--- src/rtl/game_ctrl.sv ---
// rtl/game_ctrl.sv - round timer and hit scorer for the target game
module game_ctrl #(
  parameter int TICK_DIV  = 50_000_000,
  parameter int ROUND_SEC = 60,
  parameter int SCORE_MAX = 19
) (
  input  logic       clk,
  input  logic       rst,
  input  logic       start,
  input  logic       pause,
  input  logic       hit,
  output logic [5:0] cnttime,
  output logic [4:0] score,
  output logic       running,
  output logic       game_over,
  output logic       tick
);

  localparam int            PW         = $clog2(TICK_DIV);
  localparam logic [PW-1:0] PRESC_LAST = PW'(TICK_DIV - 1);
  localparam logic [5:0]    SEC_INIT   = 6'(ROUND_SEC);
  localparam logic [4:0]    SCORE_TOP  = 5'(SCORE_MAX);

  typedef enum logic [1:0] {
    S_IDLE  = 2'd0,
    S_RUN   = 2'd1,
    S_PAUSE = 2'd2,
    S_OVER  = 2'd3
  } state_t;

  state_t        state, state_nxt;
  logic [PW-1:0] presc, presc_nxt;
  logic [5:0]    cnt_nxt;
  logic [4:0]    score_nxt;
  logic          tick_nxt;

  logic start_q, pause_q, hit_q;
  logic start_rise, pause_rise, hit_rise;
  logic sec_wrap;

  assign start_rise = start & ~start_q;
  assign pause_rise = pause & ~pause_q;
  assign hit_rise   = hit & ~hit_q;
  assign sec_wrap   = (presc == PRESC_LAST);

  assign running   = (state == S_RUN);
  assign game_over = (state == S_OVER);

  // Edge-detect history; preset high so a level held through reset is not a rise
  always_ff @(posedge clk or posedge rst) begin
    if (rst) begin
      start_q <= 1'b1;
      pause_q <= 1'b1;
      hit_q   <= 1'b1;
    end else begin
      start_q <= start;
      pause_q <= pause;
      hit_q   <= hit;
    end
  end

  // State, prescaler, timer, score and tick registers
  always_ff @(posedge clk or posedge rst) begin
    if (rst) begin
      state   <= S_IDLE;
      presc   <= '0;
      cnttime <= SEC_INIT;
      score   <= '0;
      tick    <= 1'b0;
    end else begin
      state   <= state_nxt;
      presc   <= presc_nxt;
      cnttime <= cnt_nxt;
      score   <= score_nxt;
      tick    <= tick_nxt;
    end
  end

  // Next-state logic: a start rise restarts the round from any state and wins
  // over everything; in RUN the final decrement wins over a pause request
  always_comb begin
    state_nxt = state;
    presc_nxt = presc;
    cnt_nxt   = cnttime;
    score_nxt = score;
    tick_nxt  = 1'b0;

    if (start_rise) begin
      state_nxt = S_RUN;
      presc_nxt = '0;
      cnt_nxt   = SEC_INIT;
      score_nxt = '0;
    end else begin
      case (state)
        S_RUN: begin
          if (sec_wrap) begin
            presc_nxt = '0;
            cnt_nxt   = cnttime - 6'd1;
            tick_nxt  = 1'b1;
          end else begin
            presc_nxt = presc + 1'b1;
          end
          if (hit_rise && (score != SCORE_TOP)) begin
            score_nxt = score + 5'd1;
          end
          if (sec_wrap && (cnttime == 6'd1)) begin
            state_nxt = S_OVER;
          end else if (pause_rise) begin
            state_nxt = S_PAUSE;
          end
        end
        S_PAUSE: begin
          if (pause_rise) begin
            state_nxt = S_RUN;
          end
        end
        default: begin
          presc_nxt = '0;
        end
      endcase
    end
  end

endmodule

--- config.mk ---
export PLATFORM = sky130hd
export DESIGN_NAME = game_ctrl
export DESIGN_NICKNAME = d
export VERILOG_FILES = /design/src/rtl/game_ctrl.sv
export SDC_FILE = /design/constraint.sdc
export NUM_CORES = 1
export LEC_CHECK = 0
export BUFFER_PORTS_ARGS = -buffer_cell sky130_fd_sc_hd__clkbuf_2
export CAP_MARGIN = 20
export CELL_PAD_IN_SITES_DETAIL_PLACEMENT = 2
export CELL_PAD_IN_SITES_GLOBAL_PLACEMENT = 2
export CORE_AREA = 2 2 59 116
export CTS_CLUSTER_DIAMETER = 120
export DETAILED_ROUTE_END_ITERATION = 16
export DIE_AREA = 0 0 61 118
export GPL_TIMING_DRIVEN = 0
export PLACE_DENSITY_LB_ADDON = 0.3
export SLEW_MARGIN = 20
export SYNTH_ARGS = -nofsm -noshare
export SYNTH_HDL_FRONTEND = slang
export SYNTH_SLANG_ARGS = --single-unit
--- constraint.sdc ---
create_clock -name clk -period 4.6 [get_ports clk]
set_input_delay 1.15 -clock clk [delete_from_list [all_inputs] [get_ports clk]]
set_output_delay 1.15 -clock clk [all_outputs]
set_load 0.01 [all_outputs]
Yosys cells after proc, flatten, opt, wreduce, memory -nomap -nowiden
Index checks and enable logic that the tools add are counted.
{ "totals": {"ff_bits": 43, "input_bits": 5, "output_inout_bits": 14} }
{ "classes": {"addsub": 3, "eq_ne": 9, "muxes": 17, "bitwise": 6, "reduce_logical": 9} }
{ "ops": {"columns": ["op", "n"], "rows": [
  ["26-bit 2-to-1 mux", 2],
  ["26-bit one-hot mux with 2 select lines", 1],
  ["26-bit by 1-bit adder with 26-bit output, second input constant", 1],
  ["26-bit == test, second input constant", 1],
  ["6-bit 2-to-1 mux", 3],
  ["5-bit 2-to-1 mux", 3],
  ["2-bit 2-to-1 mux", 4],
  ["6-bit by 1-bit == test with 1-bit output, second input constant", 1],
  ["2-bit nonzero test", 3],
  ["6-bit by 1-bit subtractor with 6-bit output, second input constant", 1],
  ["5-bit by 1-bit adder with 5-bit output, second input constant", 1],
  ["5-bit != test, second input constant", 1],
  ["2-bit == test, second input constant", 2],
  ["4-bit by 1-bit != test with 1-bit output, second input constant", 1],
  ["2-bit one-hot mux with 2 select lines", 1],
  ["2-bit AND reduction", 2],
  ["1-bit AND", 3],
  ["1-bit 2-to-1 mux", 3],
  ["3-bit != test, second input constant", 1],
  ["1-bit NOT", 3],
  ["3-bit AND reduction", 1],
  ["3-bit nonzero test", 1],
  ["2-bit by 1-bit == test with 1-bit output, second input constant", 1],
  ["1-bit logical AND", 2],
  ["2-bit != test, second input constant", 1]
]} }

Longest topological paths before layout
Gate-level depths: netlist of run 1.
{ "depth": {"ltp_word": 6, "ltp_mapped": 9, "ltp_nobuf": 6} }

Worst setup path before layout of run 1
No wires, ideal clock.
{ "synth_path": {"path_kind": "input to register", "from": "input start", "to": "register presc[23]", "setup_time_ns": 0.078, "arrival_ns": 2.526, "required_time_ns": 4.522, "path_slack_ns": 1.996, "path_stages": 6, "n_path_buf": 1, "cell_sequence": "nor2b_1 -> nor3b_1 -> or4_1 -> buf_2 -> or3_1 -> a21oi_1"} }
{ "synth_via": {"elab_chain_len": 2} }
{ "synth_rtl": {"columns": ["element", "line", "rtl"], "rows": [
  ["start: declaration", "9", "input logic start,"],
  ["1-bit AND *", "41", "assign start_rise = start & ~start_q;"],
  ["2-bit != test (no line) / 26-bit 2-to-1 mux (equally long branches)", null, null],
  ["end signal: assignment", "72", "presc <= presc_nxt;"],
  ["end: declaration", "32", "logic [PW-1:0] presc, presc_nxt;"]
]} }
Mark *: on every way between the ends. The rest lies on a longest branch, timed or not.
A chain may end at the register's enable or synchronous reset.

Worst setup path in the final report of run 1
{ "layout_path": {"from": "input start", "to": "register presc[12]"} }
Same word-level chain as after synthesis.

==> metrics, run 1 <==
most common cell after layout, fill and taps aside dfrtp_1; DR iter-0 viols ~90; Synth Warn # 0; sw frac 29.82%; Hold EP presc[24]; Pre-Repair DR Iteration Count 4; worst reg2reg startpoint presc[16]; final WL just over 8000 µm; Bufs on Longest Clock Path 2; global-route usage over all layers 25.78%; sequential cell area fraction in the yosys report ~45%; die height ~120 µm; Layout area overhead 15.63%; worst endpoint data arrival time roughly 3.2 ns; final hold slack 0.5257 ns; # rows 41; Synth Register Bits between 40 and 50; met3 GRT Util under 10%; r2r endpoint presc[15]; post-placement cell area between 0.002 and 0.003 mm²; Placer Congestion around 0.9; hold depth 1; post-synthesis async set-or-reset flop share 100.0%; flop2flop setup slack about 2.1 ns; Comb power frac between 10% and 20%; fmax between 300 and 400 MHz; cts hold-fix bufs 0; starting density of the core between 30% and 40%; antenna violations before repair 0; # nets final ~300; library cell used as clock root buffer clkbuf_16; Clock transition at path regs about 0.06 ns; Hold/Removal Path Class flop to flop; crit path kind input pin to flop; DR DRC count 0; CTS Buf Count 5; vias in the first global route between 2000 and 3000; hold_sp presc[24]; pre-CTS setup slack 1.446 ns; Flop pwr share around 46%; Worst Tran Pin Value between 0.9 and 1 ns; grt total ovfl 0; Core ar. 0.006310 mm²; Mapped Nets 272; post_cts resized 0; number of max-cap violations 0; max incr delay on CP approximately 0.77 ns; first-pass GRT wire length ~14000 µm; worst r2r path cells 7; most common flop cell mapped by yosys dfrtp_1; commonest non-fill, non-tap cells in the layout dfrtp_1 (36), nand2_1 (22), nand3_1 (21), a31oi_1 (19), clkbuf_2 (18); fin crit share about 64%; unrepaired setup endpoints after global routing false; Max VDD drop between 0.2 and 0.25 mV; remaining antenna violation count 0; Slew Viols, Final 0; crit path setup slack, layout between 1.5 and 2 ns; Final Hold Fails 0; die width just over 60 µm; TritonCTS clock tree built; Syn Area/Cell between 9 and 10 µm²; Post-Synthesis Cell Area between 0.002 and 0.0025 mm²; vias per cell about 6; Clock Skew 0.006358 ns; clock sink count 43; area leader, netlist dfrtp_1; minimum clock period just under 3 ns; H-tree levels 2; DR WL/cell between 20 and 25 µm; Post-Synthesis Cells around 260; clock share of power 40.1%; die area between 0.007 and 0.008 mm²; crit path launch type input pin; later-pin clock latency in the skew report approximately 0.29 ns; vias post-DR about 2300; slowest CP cell nor2_1; Crit path required time between 4 and 5 ns; endpoints failing setup 0; Psw 0.0002744 W; area fraction of the dominant cell type after synthesis between 30% and 40%; Rel. slew slack between 30 and 40%; largest net degree at the start of global routing 28; Max FO, Critical Path 10; I/O Buffers 18; post-synth cell types 51; GRT busiest layer met2; Fin Setup TNS 0 ns; Post-synth EDFFs 0; share of layout cells above drive strength 1 ~17%; M1 GR Usage 26.10%; I/O pin cnt 19; leakage around 1.1 nW; hpwl dp about 6200 µm; CP cell instances clkbuf_2, nor2b_1, nor2_1, clkbuf_1, nand3_1, a31oi_1; Internal ~0.00065 W; final design area excluding fillers about 0.0028 mm²; Post-CTS Setup Inserts 0; final core occ approximately 44%; status complete, no violations; CP endpoint kind flop; n_diodes 0; Power Dens Cells around 330 mW/mm²; Synth area leaders dfrtp_1 (37%), dfstp_2 (7.6%), a31oi_1 (4.9%); met2 Usage GRT a little under half; fill cell count slightly above 700
sequential cells by signal, summed over array words and instances (netlist names):
| signal | count |
|---|---|
| start_q | 1 |
| cnttime | 6 |
| state | 2 |
| presc | 26 |
| score | 5 |
| pause_q | 1 |
| hit_q | 1 |
| tick | 1 |
power by group through the flow:
stage               Combinational (W)  Sequential, W  Clock [W]
floorplan                   0.0000797       0.000423          0
global placement             0.000118       0.000427          0
detailed placement           0.000126       0.000429          0
CTS                          0.000129       0.000423   0.000377
global route                 0.000142       0.000427   0.000391
finish                       0.000128       0.000424   0.000369
cell families (layout without fill, tap and decap cells):
logic type	Yosys count	count (layout)	share of synthesized area (%)
simple gates	121	121	28.78
compound gates	54	54	14.44
flops	43	43	44.71
buf+inv	28	55	5.106
xor+xnor	9	9	3.249
fa+ha+maj	4	4	2.063
mux	4	4	1.650
worst max-delay path by stage:
stage / depth (start not counted) / startpoint / endpoint / slack (ns)
6_report: 6 / start / presc[12] / 1.65
5_1_grt: 6 / start / presc[12] / 1.53
4_1_cts: 6 / start / presc[12] / 1.67
3_5_place_dp: 6 / start / presc[12] / 1.45
3_3_place_gp: 6 / start / presc[7] / 1.47
2_1_floorplan: 6 / start / presc[23] / 2.00
worst max-delay path: cells and delay by family:
kind	cells	cell delay (ns)
and+or+nand+nor	3	1.12
AOI/OAI and AO/OA	1	0.25
buffers and inverters	2	0.63
cell usage after synthesis, types with 3 or more instances:
library cell  instances
nand3_1              21
o31a_1                6
xor2_1                6
and3_1                4
nor2_1               16
inv_1                13
o21ai_0              11
a21oi_1               6
mux2i_1               4
or3_1                 8
nand4_1              15
a31oi_1              19
and2_1                4
nor3_1                3
dfstp_2               7
buf_2                 3
nand2_1              22
clkbuf_1             10
xnor2_1               3
dfrtp_1              36
ha_1                  4
nor4b_1               3
stage by stage:
step | instances | power, W
floorplan | 263 | 0.0005025
global placement | 367 | 0.0005444
detailed placement | 368 | 0.0005555
CTS | 376 | 0.0009287
global route | 376 | 0.0009605
finish | 376 | 0.0009204
layer usage:
| layer | vias to the layer above | routed length (µm) |
|---|---|---|
| met2 | 55 | 4897 |
| met5 | - | 0 |
| li1 | 1025 | - |
| met4 | 0 | 346 |
| met3 | 24 | 162 |
| met1 | 1174 | 2909 |
final cells by class:
| type | instances | area [µm²] | share of cell area [%] |
|---|---|---|---|
| Clock inverter | 3 | 23.77 | 0.8475 |
| Sequential cell | 43 | 1085 | 38.67 |
| Buffer | 15 | 75.07 | 2.676 |
| Timing Repair Buffer | 19 | 110.1 | 3.925 |
| Multi-Input combinational cell | 192 | 1230 | 43.84 |
| Tap cell | 86 | 107.6 | 3.836 |
| Clock buffer | 5 | 125.1 | 4.460 |
| Inverter | 13 | 48.80 | 1.740 |
Note: power is estimated with default switching activity, not from simulation.
==> run 2, diff against run 1 <==
CORE_AREA = 2 2 63 125   (was 2 2 59 116)
DIE_AREA = 0 0 65 127   (was 0 0 61 118)
clock period = 2.5 ns   (was 4.6 ns; I/O delays follow)
==> run 2 against run 1 <==
Effect of this change: via count is 2.7% lower; non-clock buffer count fell by 2; clock skew is 0.0010 ns lower; first-iteration DRC count is 45% higher; sequential share of layout area fell by 0.48 points; largest power group is now the clock network; highest routed layer unchanged.
==> metrics, run 2 (synthesis results as in run 1) <==
status complete, no violations; library cell used as clock root buffer clkbuf_16; worst endpoint data arrival time between 2 and 3 ns; Power Dens Cells 631.1 mW/mm²; minimum clock period 2.383 ns; Max VDD drop 0.2603 mV; crit path kind flop to flop; largest net degree at the start of global routing 32; Top Registers presc (26), cnttime (6), score (5); Psw slightly below 0.0005 W; slowest CP cell or4bb_1; unrepaired setup endpoints after global routing true; vias per cell slightly below 6; DR iter-0 viols ~130; clock sink count 43; TritonCTS clock tree built; Comb power frac approximately an eighth; endpoints failing setup 0; max reg flops 26; fmax ~420 MHz; Hold/Removal Path Class input pin to asynchronous set/reset pin; hpwl dp slightly above 6000 µm; vias in the first global route between 2000 and 3000; max incr delay on CP approximately 0.55 ns; number of max-cap violations 0; Flop pwr share a little over two fifths; I/O Buffers 18; fin crit share 95.32%; Buf/Inv on CP 1; DR DRC count 0; # rows 44; starting density of the core between 30% and 40%; Worst Tran Pin Value approximately 0.93 ns; global-route usage over all layers a little over a fifth; Fin Setup TNS 0 ns; n_diodes 0; share of layout cells above drive strength 1 a little under a fifth; Rel. slew slack 37.56%; die area 0.008255 mm²; later-pin clock latency in the skew report approximately 0.29 ns; Clock transition at path regs 0.07 ns; cts hold-fix bufs 0; Final Hold Fails 0; Internal 0.001312 W; remaining antenna violation count 0; I/O pin cnt 19; final WL 8333 µm; leakage about 1.1 nW; Slew Viols, Final 0; Crit path required time approximately 2.7 ns; Clock Skew between 0.005 and 0.006 ns; Layout area overhead 17.23%; CP cell instances buf_2, or4bb_1, nor4_2, nand3_2, o21ai_1, or3b_1; Max FO, Critical Path 10; clock share of power 43.8%; cell family with most CP delay simple AND/OR/NAND/NOR gates; total power around 0.0018 W; CP endpoint kind flop; die height 127 µm; Post-CTS Setup Inserts 0; final core occ roughly two fifths; first-pass GRT wire length 13690 µm; # nets final around 300; die width ~65 µm; sw frac a little over a quarter; most common cell after layout, fill and taps aside dfrtp_1; H-tree levels 2; Placer Congestion roughly 0.89; Post-Layout Cell Count 380; vias post-DR approximately 2200; final hold slack between 0.2 and 0.3 ns; Pre-Repair DR Iteration Count 4; Core ar. around 0.0072 mm²; CTS Buf Count 5; grt total ovfl 0; antenna violations before repair 0; crit path launch type flop; dpl cells between 300 and 400; commonest non-fill, non-tap cells in the layout dfrtp_1 (35), nand2_1 (22), nand3_1 (21), a31oi_1 (19), clkbuf_2 (18); DR WL/cell between 20 and 25 µm; fill cell count 825; largest reg by FF count presc; Bufs on Longest Clock Path 2
==> run 2: path summary, 6_finish.rpt <==
check,slack (ns),cells after the start,startpoint,to
max in group asynchronous,1.69,3,rst,cnttime[5]
hold / removal,0.26,2,rst,presc[3]
setup / recovery,0.12,6,presc[7],cnttime[4]
min in group clk,0.42,1,hit,hit_q
hold reg to reg,0.51,1,presc[24],presc[24]
setup reg to reg,0.12,6,presc[7],cnttime[4]
==> run 2: power groups by stage <==
stage               Clock, W  Sequential [W]  Combinational (W)
floorplan                  0        0.000778           0.000147
global placement           0        0.000785           0.000216
detailed placement         0        0.000790           0.000233
CTS                 0.000798        0.000778           0.000235
global route        0.000826        0.000785           0.000260
finish              0.000786        0.000778           0.000231
==> run 2: layout make-up <==
type | count | area (µm²) | share of cell area, %
Sequential cell | 43 | 1086 | 38.19
Clock buffer | 6 | 138.9 | 4.883
Inverter | 13 | 48.80 | 1.716
Clock inverter | 2 | 35.03 | 1.232
Tap cell | 92 | 115.1 | 4.047
Timing Repair Buffer | 19 | 110.1 | 3.872
Multi-Input combinational cell | 192 | 1242 | 43.69
Buffer | 13 | 67.56 | 2.376
==> run 2: routing by layer <==
layer	vias to the layer above	track usage, %	wire (µm)
li1	1018	-	-
met1	1151	21.59	2940
met2	31	44.15	5049
met3	16	2.553	113
met4	0	8.636	230
met5	-	0	0
==> run 2: metrics by stage <==
step                      setup slack, ns  instance area, µm²
after CTS                         0.08064                2834
after detailed placement          -0.1345                2651
after global placement           -0.07906                2631
after floorplan                    0.4214                2426
after global routing            -0.006304                2844
final                              0.1170                2844
==> run 2: what timing repair did <==
| item | CTS | global route |
|---|---|---|
| cloned | 0 | 0 |
| setup endpoints to repair | 9 | 14 |
| pin swaps | 0 | 1 |
| gates resized for setup | 2 | 4 |
